--- config.mk ---
export PLATFORM = sky130hd
export DESIGN_NAME = pipe_ctrl_unit
export DESIGN_NICKNAME = d
export VERILOG_FILES = /design/src/rtl/pipe_ctrl_pkg.sv /design/src/rtl/pipe_stage_reg.sv /design/src/rtl/pipe_ctrl_unit.sv
export SDC_FILE = /design/constraint.sdc
export NUM_CORES = 1
export LEC_CHECK = 0
export CAP_MARGIN = 40
export CORE_ASPECT_RATIO = 1.25
export CORE_MARGIN = 4
export CORE_UTILIZATION = 50
export CTS_CLUSTER_SIZE = 28
export DETAILED_ROUTE_END_ITERATION = 7
export GPL_TIMING_DRIVEN = 0
export PLACE_DENSITY_LB_ADDON = 0.1
export SETUP_SLACK_MARGIN = 0.4
export SLEW_MARGIN = 20
export SYNTH_ARGS = -nofsm -noshare
export SYNTH_HDL_FRONTEND = slang
export SYNTH_SLANG_ARGS = --single-unit
--- constraint.sdc ---
create_clock -name clk -period 5.8 [get_ports clk]
set_input_delay 1.16 -clock clk [delete_from_list [all_inputs] [get_ports clk]]
set_output_delay 1.16 -clock clk [all_outputs]
set_load 0.005 [all_outputs]
--- src/rtl/pipe_ctrl_pkg.sv ---
// Shared definitions for the pipeline control unit: RV32 opcode constants,
// the bubble instruction and small decode helpers used by hazard detection.
package pipe_ctrl_pkg;

  localparam logic [6:0] OPC_LOAD   = 7'b0000011;
  localparam logic [6:0] OPC_STORE  = 7'b0100011;
  localparam logic [6:0] OPC_BRANCH = 7'b1100011;
  localparam logic [6:0] OPC_OP     = 7'b0110011;
  localparam logic [6:0] OPC_LUI    = 7'b0110111;
  localparam logic [6:0] OPC_AUIPC  = 7'b0010111;
  localparam logic [6:0] OPC_JAL    = 7'b1101111;
  localparam logic [6:0] OPC_JALR   = 7'b1100111;

  // addi x0,x0,0
  localparam logic [31:0] NOP_INST = 32'h0000_0013;

  function automatic logic [6:0] opcode(input logic [31:0] inst);
    return inst[6:0];
  endfunction

  function automatic logic [4:0] rd(input logic [31:0] inst);
    return inst[11:7];
  endfunction

  function automatic logic [4:0] rs1(input logic [31:0] inst);
    return inst[19:15];
  endfunction

  function automatic logic [4:0] rs2(input logic [31:0] inst);
    return inst[24:20];
  endfunction

  // Only the upper-immediate and direct-jump formats lack an rs1 field.
  function automatic logic uses_rs1(input logic [31:0] inst);
    return !((opcode(inst) == OPC_LUI) || (opcode(inst) == OPC_AUIPC) ||
             (opcode(inst) == OPC_JAL));
  endfunction

  function automatic logic uses_rs2(input logic [31:0] inst);
    return (opcode(inst) == OPC_OP) || (opcode(inst) == OPC_STORE) ||
           (opcode(inst) == OPC_BRANCH);
  endfunction

endpackage

--- src/rtl/pipe_stage_reg.sv ---
// Generic pipeline register: flush loads the bubble value and beats enable,
// enable low holds the current contents.
module pipe_stage_reg #(
  parameter int              WIDTH     = 1,
  parameter logic [WIDTH-1:0] RESET_VAL = '0
) (
  input  logic             clk,
  input  logic             rst,
  input  logic             en,
  input  logic             flush,
  input  logic [WIDTH-1:0] d,
  output logic [WIDTH-1:0] q
);

  // Reset and flush both return the stage to its bubble value.
  always_ff @(posedge clk) begin
    if (!rst || flush) begin
      q <= RESET_VAL;
    end else if (en) begin
      q <= d;
    end
  end

endmodule

--- src/rtl/pipe_ctrl_unit.sv ---
// Pipeline control unit: moves {inst, pc, valid} through IF/ID, ID/EX,
// EX/MEM and MEM/WB with load-use stalls, redirect flushes, a global
// memory-wait freeze and saturating stall/flush counters.
module pipe_ctrl_unit
  import pipe_ctrl_pkg::*;
#(
  parameter int               XLEN     = 32,
  parameter logic [XLEN-1:0]  RESET_PC = '0,
  parameter logic [31:0]      NOP      = NOP_INST,
  parameter int               CNT_W    = 16
) (
  input  logic              clk,
  input  logic              rst,
  input  logic [31:0]       inst,
  input  logic              mem_wait,
  input  logic              redirect,
  input  logic [XLEN-1:0]   redirect_pc,
  output logic [XLEN-1:0]   pc,
  output logic [31:0]       instID,
  output logic [31:0]       instEX,
  output logic [31:0]       instMEM,
  output logic [31:0]       instWB,
  output logic [XLEN-1:0]   pcID,
  output logic [XLEN-1:0]   pcEX,
  output logic              validID,
  output logic              validEX,
  output logic              validMEM,
  output logic              validWB,
  output logic              load_use_stall,
  output logic [CNT_W-1:0]  stall_cnt,
  output logic [CNT_W-1:0]  flush_cnt
);

  // Front stages carry {inst, pc, valid}; back stages only need {inst, valid}.
  localparam int FW = 32 + XLEN + 1;
  localparam int BW = 33;
  localparam logic [FW-1:0]    FRONT_BUBBLE = {NOP, {XLEN{1'b0}}, 1'b0};
  localparam logic [BW-1:0]    BACK_BUBBLE  = {NOP, 1'b0};
  localparam logic [CNT_W-1:0] CNT_MAX      = '1;

  logic [XLEN-1:0]  pc_reg, pc_next;
  logic [FW-1:0]    id_d, id_q, ex_q;
  logic [BW-1:0]    back_d [2];
  logic [BW-1:0]    back_q [2];
  logic             advance, redirect_eff, stall_take;
  logic [CNT_W-1:0] stall_cnt_reg, flush_cnt_reg;

  assign advance      = ~mem_wait;
  // A redirect from an empty EX slot is meaningless and must be dropped.
  assign redirect_eff = redirect & validEX;
  // A redirect squashes the dependent ID instruction, so it masks the stall.
  assign stall_take   = load_use_stall & ~redirect_eff;

  assign load_use_stall = validEX & validID & (opcode(instEX) == OPC_LOAD) &
                          (rd(instEX) != 5'd0) &
                          (((rd(instEX) == rs1(instID)) & uses_rs1(instID)) |
                           ((rd(instEX) == rs2(instID)) & uses_rs2(instID)));

  // Next fetch address: redirect target, hold on stall, else sequential.
  always_comb begin
    pc_next = pc_reg;
    if (redirect_eff) begin
      pc_next = redirect_pc;
    end else if (!load_use_stall) begin
      pc_next = pc_reg + XLEN'(4);
    end
  end

  // Fetch address register, frozen while memory is busy.
  always_ff @(posedge clk) begin
    if (!rst) begin
      pc_reg <= RESET_PC;
    end else if (advance) begin
      pc_reg <= pc_next;
    end
  end

  assign id_d = {inst, pc_reg, 1'b1};

  pipe_stage_reg #(.WIDTH(FW), .RESET_VAL(FRONT_BUBBLE)) u_if_id (
    .clk   (clk),
    .rst   (rst),
    .en    (advance & ~stall_take),
    .flush (advance & redirect_eff),
    .d     (id_d),
    .q     (id_q)
  );

  pipe_stage_reg #(.WIDTH(FW), .RESET_VAL(FRONT_BUBBLE)) u_id_ex (
    .clk   (clk),
    .rst   (rst),
    .en    (advance),
    .flush (advance & (redirect_eff | stall_take)),
    .d     (id_q),
    .q     (ex_q)
  );

  // MEM and WB never flush: the instruction leaving EX is always committed.
  genvar gi;
  for (gi = 0; gi < 2; gi++) begin : g_back
    if (gi == 0) begin : g_src_ex
      assign back_d[gi] = {ex_q[FW-1 -: 32], ex_q[0]};
    end else begin : g_src_prev
      assign back_d[gi] = back_q[gi-1];
    end
    pipe_stage_reg #(.WIDTH(BW), .RESET_VAL(BACK_BUBBLE)) u_reg (
      .clk   (clk),
      .rst   (rst),
      .en    (advance),
      .flush (1'b0),
      .d     (back_d[gi]),
      .q     (back_q[gi])
    );
  end

  // Saturating performance counters, frozen along with the pipeline.
  always_ff @(posedge clk) begin
    if (!rst) begin
      stall_cnt_reg <= '0;
      flush_cnt_reg <= '0;
    end else if (advance) begin
      if (redirect_eff && (flush_cnt_reg != CNT_MAX)) begin
        flush_cnt_reg <= flush_cnt_reg + CNT_W'(1);
      end
      if (stall_take && (stall_cnt_reg != CNT_MAX)) begin
        stall_cnt_reg <= stall_cnt_reg + CNT_W'(1);
      end
    end
  end

  assign pc        = pc_reg;
  assign instID    = id_q[FW-1 -: 32];
  assign pcID      = id_q[XLEN:1];
  assign validID   = id_q[0];
  assign instEX    = ex_q[FW-1 -: 32];
  assign pcEX      = ex_q[XLEN:1];
  assign validEX   = ex_q[0];
  assign instMEM   = back_q[0][BW-1:1];
  assign validMEM  = back_q[0][0];
  assign instWB    = back_q[1][BW-1:1];
  assign validWB   = back_q[1][0];
  assign stall_cnt = stall_cnt_reg;
  assign flush_cnt = flush_cnt_reg;

endmodule

# Word-level counts from Yosys, hierarchy flattened
# Index checks and enable logic that the tools add are counted.
dict set report word_totals {
  register_bits 260
  input_bits 68
  output_inout_bits 261
  elab_cells 54
}
dict set report op_classes {
  n_addsub 3
  eq_ne 12
  muxes 2
  bitwise 16
  n_reduce_logical 14
}
# cell n
set op_table {}
lappend op_table {{2-to-1 mux 32 bit} 2}
lappend op_table {{adder 16 x 1 -> 16 bit (second input constant)} 2}
lappend op_table {{adder 32 x 3 -> 32 bit (second input constant)} 1}
lappend op_table {{!= test 16 bit (second input constant)} 2}
lappend op_table {{== test 7 x 6 -> 1 bit (second input constant)} 3}
lappend op_table {{== test 7 bit (second input constant)} 2}
lappend op_table {{bitwise AND 1 bit} 11}
lappend op_table {{== test 5 bit} 2}
lappend op_table {{== test 7 x 2 -> 1 bit (second input constant)} 1}
lappend op_table {{== test 7 x 5 -> 1 bit (second input constant)} 1}
lappend op_table {{logical OR 1 bit} 6}
lappend op_table {{AND reduction 2 bit} 3}
lappend op_table {{nonzero test 5 bit} 1}
lappend op_table {{inverter 1 bit} 3}
lappend op_table {{logical AND 1 bit} 2}
lappend op_table {{zero test 1 bit} 2}
lappend op_table {{!= test 2 x 1 -> 1 bit (second input constant)} 1}
lappend op_table {{OR 1 bit} 2}

# Depth between registers and ports, before layout
dict set report logic_depth {
  ltp_word 11
  ltp_mapped 8
  ltp_nobuf 7
}

# By module
# Synthesis repeated with hierarchy kept, for this count alone.
dict set report hier_totals {
  hier_cells 1127
  hier_area_um2 10881.7
}
# module n_inst cells_each area_each_um2 seq_area_each_um2
set modules_own_cells {}
lappend modules_own_cells {{pipe_stage_reg (u_id_ex ...)} 2 210 2354.8 1301.2}
lappend modules_own_cells {pipe_ctrl_unit 1 491 3727.3 1281.2}
lappend modules_own_cells {{pipe_stage_reg (g_back[0].u_reg ...)} 2 108 1222.4 660.6}

# Worst setup path after synthesis
# Ideal clock, no wire load.
dict set report synth_timing {
  kind {input to register}
  startpoint {input port mem_wait}
  endpoint {register pc_reg[20], in the netlist pc[20]}
  setup_time_ns 0.119
  arrival_time_ns 2.639
  required_ns 5.681
  slack_ns 3.042
  cell_stages 7
  n_path_buf 2
  path_cell_list {clkbuf_1 -> clkinv_1 -> o21a_1 -> a21oi_2 -> clkbuf_1 -> a21oi_1 -> o221a_2}
}
dict set report synth_via {
  elab_chain_cells 2
}
# item line_no
set synth_rtl {}
lappend synth_rtl {{from (decl)} pipe_ctrl_unit.sv:15} ;# input logic mem_wait,
lappend synth_rtl {{inverter 1 bit (no line)} -}
lappend synth_rtl {{AND reduction 2 bit (no line)} -}
lappend synth_rtl {{to (signal assigned)} pipe_ctrl_unit.sv:74} ;# pc_reg <= pc_next;
lappend synth_rtl {{to (decl)} pipe_ctrl_unit.sv:41} ;# logic [XLEN-1:0] pc_reg, pc_next;
# Every way passes these cells.
# A chain may end at the register's enable or synchronous reset.

# Worst setup path in the final report
dict set report layout_timing {
  startpoint {register u_if_id.q[39]}
  endpoint {output port load_use_stall}
}
dict set report layout_via {
  elab_chain_cells 7
  word_cells_on_any_way 15
  classes_between {eq/ne (6); bitwise (4); reduce/logical (5)}
}
# item line_no
set layout_rtl {}
lappend layout_rtl {{from (decl)} pipe_stage_reg.sv:12} ;# output logic [WIDTH-1:0] q
lappend layout_rtl {{from (signal assigned)} pipe_stage_reg.sv:18} ;# q <= RESET_VAL;
lappend layout_rtl {{from (signal assigned)} pipe_stage_reg.sv:20} ;# q <= d;
lappend layout_rtl {{== test 7 x 6 -> 1 bit or == test 7 x 5 -> 1 bit (tied branches)} pipe_ctrl_pkg.sv:35} ;# return !((opcode(inst) == OPC_LUI) || (opcode(inst) == OPC_AUIPC) ||
lappend layout_rtl {{logical OR 1 bit (2 in a row)} pipe_ctrl_pkg.sv:35}
lappend layout_rtl {{zero test 1 bit} pipe_ctrl_pkg.sv:35}
lappend layout_rtl {{bitwise AND 1 bit} pipe_ctrl_unit.sv:56} ;# (((rd(instEX) == rs1(instID)) & uses_rs1(instID)) |
lappend layout_rtl {{OR 1 bit *} pipe_ctrl_unit.sv:56}
lappend layout_rtl {{bitwise AND 1 bit *} pipe_ctrl_unit.sv:55} ;# (rd(instEX) != 5'd0) &
lappend layout_rtl {{to (decl)} pipe_ctrl_unit.sv:29} ;# output logic load_use_stall,
# Mark *: on every way between the ends. The rest lies on a longest branch, timed or not.

==> flow_summary_export.csv <==
group,metric,value,unit
power_and_ir_drop,seqPwrFrac,47.6,%
layout,antenna_cells,0,
route,route.detailed.drc,0,
critical_path,crit_arrival,2470,ps
route,postRouteAntennaNets,0,
critical_path,end_kind,"primary output",
clock_tree,clkLatencyLatePin,520,ps
power_and_ir_drop,p_total,0.00399,W
clock_tree,cts-root-buf,"clkbuf_16",
sta,period_minus_slack,3630,ps
sta,max_slew_margin,44.7,%
sta,fin_crit_sh,62.6,%
route,viasPerCell,5.50,
power_and_ir_drop,power.density,266,mW/mm^2
grt,antenna_found_initial,0,
layout,final_common_cell,"clkdlybuf4s50_1",
layout,drive_above_1_share,3.34,%
critical_path,start_kind,"flip-flop",
layout,final_cells,1863,
critical_path,critical_path_class,"flip-flop to primary output",
sta,hold_violations,0,
clock_tree,clk_pin_slew,60,ps
logic_synthesis,ys_async_sr_fraction,0,%
place,placed_cells,1818,
power_and_ir_drop,ir_drop,241,uV
logic_synthesis,synth.largest_area_cell,"dfxtp_1",
logic_synthesis,syn_avg_cell_area,8.66,sq um
logic_synthesis,synth_edf_count,0,
floorplanning,dieArea,0.0235,sq mm
run,drv_cap,0,
power_and_ir_drop,internal-power,0.00300,W
logic_synthesis,synth_area_leaders,"dfxtp_1 (49%), mux2i_1 (12%), nand2_1 (7.6%)",
clock_tree,clk_path_buf_depth,3,
route,drt_wl_total,36200,um
min_path,hold_path.class,"flip-flop to flip-flop",
power_and_ir_drop,power_frac_comb,11.1,%
logic_synthesis,ys_warn_count,0,
power_and_ir_drop,power.share.switching,24.9,%
clock_tree,clkSinkCount,260,
place,gp_congestion,0.936,
sta,drv_slew,0,
sta,rsz0062_at_grt,"false",
layout,nNetsFinal,1643,
layout,syn2layout_area_growth,42.3,%
sta,fmax,0.275,GHz
logic_synthesis,yosysSeqAreaShare,49.4,%
layout,most-common-layout-cells,"clkdlybuf4s50_1 (326), dfxtp_1 (260), nand2_1 (212)",
sta,setup_viol_count_final,0,
clock_tree,cts_resized,0,
floorplanning,row_count,59,
critical_path,worstPathRequired,4640,ps
floorplanning,start_util,50.8,%
floorplanning,die_w,138,um
layout,largest_reg_flops,66,
power_and_ir_drop,power.switching,0.000995,W
critical_path,path_max_fanout,6,
clock_tree,cts_tree,"yes",
sta,worst_pin_slew,829,ps
floorplanning,core,0.0207,sq mm
logic_synthesis,synth_nets,1287,
power_and_ir_drop,leakage,5.53,nW
place,place_hpwl,27500,um
route,vias,10200,
grt,grtUsageTotal,29.7,%
clock_tree,cts_buffers,26,
logic_synthesis,synth-main-ff-cell,"dfxtp_1",
power_and_ir_drop,p_clk_share,41.3,%
logic_synthesis,synth_area,0.0105,sq mm
run_status,status,"completed",
logic_synthesis,synth_top_area_share,49.4,%
sta,tns,0,ps
layout,top_regs,"g_back.u_reg.q: 66 flops, u_id_ex.q: 65 flops, u_if_id.q: 65 flops",
critical_path,reg2reg_setup_slack,2510,ps
grt,grt_max_degree,15,
route,avgRoutedWirePerCell,19.4,um
sta,fin_skew,14.0,ps
layout,top_register,"g_back.u_reg.q",
floorplanning,fp.dieH,170,um
clock_tree,cts_hold_buf,0,
logic_synthesis,synth_cell_types,54,
grt,first_global_vias,9779,
logic_synthesis,syn_inst,1216,
route,drtPass1Iterations,5,
clock_tree,cts_setup_buffers,0,
grt,grt_pass1_wl,54700,um
grt,grt_overflow_total,0,
clock_tree,ctsHtreeMaxLevel,1,
route,drtIter0Drc,677,
logic_synthesis,ys_ff_latch,260,
floorplanning,io_pins,329,
place,io_buffers,326,
[logic make-up after synthesis]
kind of cell | count (synthesis) | synth area share [%]
compound gates | 199 | 11.3
xor+xnor | 23 | 1.91
fa+ha+maj | 3 | 0.356
buf+inv | 93 | 3.36
flops | 260 | 49.4
mux | 132 | 12.6
simple gates | 506 | 21.1
[area by class of cell]
cell class	instances	area, sq um
fill	1646	5750
sequential	260	5200
multi-input combinational	863	4970
timing repair buffer	328	3290
clock buffer	38	757
tap	274	343
buffer	82	313
clock inverter	7	73.8
inverter	11	41.3
[through the flow]
stage	utilization, %	cell area [sq um]	setup WS, ps	hold WS, ps
after detailed placement	68.3	14200	1880	461
after global placement	68.2	14100	1440	456
after floorplan	-	10500	3040	461
after global routing	72.3	15000	2070	490
final	72.3	15000	2170	471
after CTS	72.3	15000	2170	471
[critical path: stages, from the launching register on]
cell,delay (ps)
dfxtp_1,360
and3_1,200
o2111a_1,260
nor3_1,260
nor2_1,70
nor4_1,200
clkdlybuf4s50_1,600
[worst paths after layout]
check                          endpoint                       start  depth (start not counted)
max                      load_use_stall  u_if_id.q[39]$_SDFFE_PP0P_                          6
min           u_if_id.q[1]$_SDFFE_PP0P_          pc[0]$_SDFFE_PN0P_                          2
max reg2reg  u_id_ex.q[36]$_SDFFE_PP0N_  u_id_ex.q[36]$_SDFFE_PP0N_                          8
min reg2reg   u_if_id.q[1]$_SDFFE_PP0P_          pc[0]$_SDFFE_PN0P_                          2
[power by group through the flow]
stage,clock [W],combinational (W),sequential [W]
after floorplan,0,0.000203,0.00192
after global placement,0,0.000434,0.00194
after detailed placement,0,0.000441,0.00194
after CTS,0.00166,0.000443,0.00190
after global routing,0.00174,0.000479,0.00191
final,0.00165,0.000445,0.00190
[routing by layer]
metal	GRT usage (%)	share of wire, %	wire, um
met2	53.5	51	18400
met4	10.1	3.4	1230
met1	35.6	38	13700
met3	4.70	7.9	2850
met5	0	0	0
[synthesized netlist by cell type (all sizes together), types with 5 or more instances]
cell and n:
dfxtp 260, nand2 212, nor2 165, mux2i 131, a21oi 107, clkbuf 71, nand3 35, o21ai 29
nand4 22, xnor2 20, o31ai 19, or4 13, buf 11, nor3 11, inv 10, or3 10
nor4 8, and3 7, o21a 7, a31oi 6, o31a 6, and4 5
(Power assumes the default switching activity.)
==> edit, RTL diff (config.mk and constraints unchanged) <==
Set the parameter `CNT_W` to 14 (it was 16).
--- a/src/rtl/pipe_ctrl_unit.sv
+++ b/src/rtl/pipe_ctrl_unit.sv
@@ -9,3 +9,3 @@
   parameter logic [31:0]      NOP      = NOP_INST,
-  parameter int               CNT_W    = 16
+  parameter int               CNT_W    = 14
 ) (
Interface: changed (resized flush_cnt and stall_cnt); port bits go from 329 to 325. No check against the original RTL was run, so the function may have changed too.
==> edit against the unedited design <==
Cell area increased by 0.23%; area after synthesis up 0.67%; maximum frequency shrank 18%; count of clock-buffer cells in the layout fell by 8; total power shrank 4.7%; sequential cell count down 4; hold slack improved by 0.011 ns; worst setup slack worse by 0.81 ns; routed wire length increased by 6.2%; largest power group unchanged; highest routed layer is now met5.
==> edit: results (changes against the unedited design) <==
- First-pass GRT wire length: 58,550 um (+7.0%)
- Cell Area, Placed: 14,190 um2 (+0.19%)
- Comb pwr share: 0.094 (-0.017)
- Worst hold path startpoint: pc[1]
- P_clk: 1610 uW (-2%)
- Initial antenna violation count: 2 (+2)
- Inst Count DP: 1,774 (-2.4%)
- Cell types with the highest counts after synthesis: 256 x dfxtp_1, 156 x nor2_1, 130 x mux2i_1
- Routability-driven placement congestion ratio: 0.9206 (-1.6%)
- FF-to-FF path depth: 7 (-1)
- Via count: 10,650 (+4.0%)
- Critical R2R Capture: u_id_ex.q[18]
- Placement Setup Slack: 1.542 ns (-0.3372 ns)
- Hold EP: pc[1]
- Status: finished clean
- FFs w/ async S/R, synth: 0 (unchanged)
- YS warnings: 0 (unchanged)
- Sequential-to-total area share from yosys stat: 0.4833 (-0.01082)
- Reg2Reg Launch Point: u_id_ex.q[0]
- Critical path's largest stage delay: 0.54 ns (-0.06 ns)
- Leakage power: 0.005499 uW (-0.61%)
- Wire per inst: 21.09 um (+8.6%)
- Clock transition at the registers of the reported paths: 0.06 ns (about the same)
- Num CTS Buffers: 25 (-3.8%)
- Clk_lat worst skew: 0.52 ns (about the same)
- Worst Tran Pin Value: 0.8242 ns (-0.005317 ns)
- Final Net Count: 1,602 (-2.5%)
- HPWL after DPL: 28,820 um (+4.9%)
- Worst Hold Class: reg -> reg
- Biggest regs: g_back.u_reg.q x66, u_id_ex.q x65, u_if_id.q x65
- DRT iter0 DRCs: 958 (+42%)
- Hold Crit Depth: 2 (unchanged)
- First-pass DRT Iterations: 5 (unchanged)
- Final hold slack: 0.4818 ns (+0.01109 ns)
- Worst EP arrival: 3.28 ns (+0.81 ns)
- Post-Syn Instances: 1,176 (-3.3%)
- Vias per Instance: 5.845 (+6.3%)
- Yosys cell types: 62 (+15%)
- Fill count: 1,674 (+1.7%)
- Max stage delay cell, worst path: clkdlybuf4s50_1
- P per Cell Area: 253.3 nW/um2 (-4.9%)
- Register area: 5125 um2 (-1.5%)
- Fin Clk Skew: 0.009124 ns (-0.004913 ns)
- # H-tree levels: 1 (unchanged)
- VDD IR max: 0.0002477 V (+2.9%)
- Pint: 2893 uW (-3.5%)
- Global-route usage over all layers: 0.3069 (+0.01034)
- Share of cells above drive strength 1: 0.04460 (+0.01125)
- Vias in the first global route: 10,464 (+7.0%)
- CP max FO: 10 (+4)
- Top post-synthesis cells by area: dfxtp_1 48%, mux2i_1 12%, nor2_1 5.5%
- Flop2flop setup slack: 2.49 ns (-0.02 ns)
- Port-buffer cells: 324 (-0.61%)
==> edit: logic make-up after synthesis <==
kind of cell               synth area share
DFF                                  0.4833
buffers and inverters               0.03894
muxes                                0.1238
xor gates and xnor gates            0.01735
AOI/OAI and AO/OA                    0.1583
and+or+nand+nor                      0.1747
adders and majority gates          0.003540
==> edit: how the worst max path moves through the flow <==
stage / startpoint / to / slack (ns) / depth (start not counted)
finish: u_id_ex.q[40] / load_use_stall / 1.36 / 8
global route: u_id_ex.q[40] / load_use_stall / 1.22 / 8
CTS: u_id_ex.q[40] / load_use_stall / 1.37 / 8
detailed placement: redirect / u_id_ex.q[25] / 1.54 / 8
global placement: redirect / u_id_ex.q[24] / 1.56 / 8
floorplan: u_id_ex.q[40] / load_use_stall / 2.87 / 7
==> edit: worst max-delay path: cells and delay by family, from the launching register on <==
kind | cells | cell delay [ns]
AOI/OAI and AO/OA | 1 | 0.42
DFF | 1 | 0.32
and+or+nand+nor | 2 | 0.52
xor gates and xnor gates | 1 | 0.17
buffers and inverters | 4 | 1.33
==> edit: metal layers <==
metal | GRT usage | part of all wire | up-vias
met1 | 0.3599 | 0.38 | 5029
met2 | 0.5582 | 0.49 | 550
met5 | 0 | 0.00034 | -
met3 | 0.04948 | 0.080 | 115
li1 | - | - | 4954
met4 | 0.1302 | 0.044 | 2
==> edit: cell type report <==
class	count	share of cell area
Antenna cell	1	0.0001665
Buffer	96	0.02623
Inverter	5	0.001249
Clock inverter	13	0.007827
Tap cell	274	0.02281
Sequential cell	256	0.3410
Clock buffer	30	0.04555
Timing Repair Buffer	328	0.2180
Multi-Input combinational cell	819	0.3371
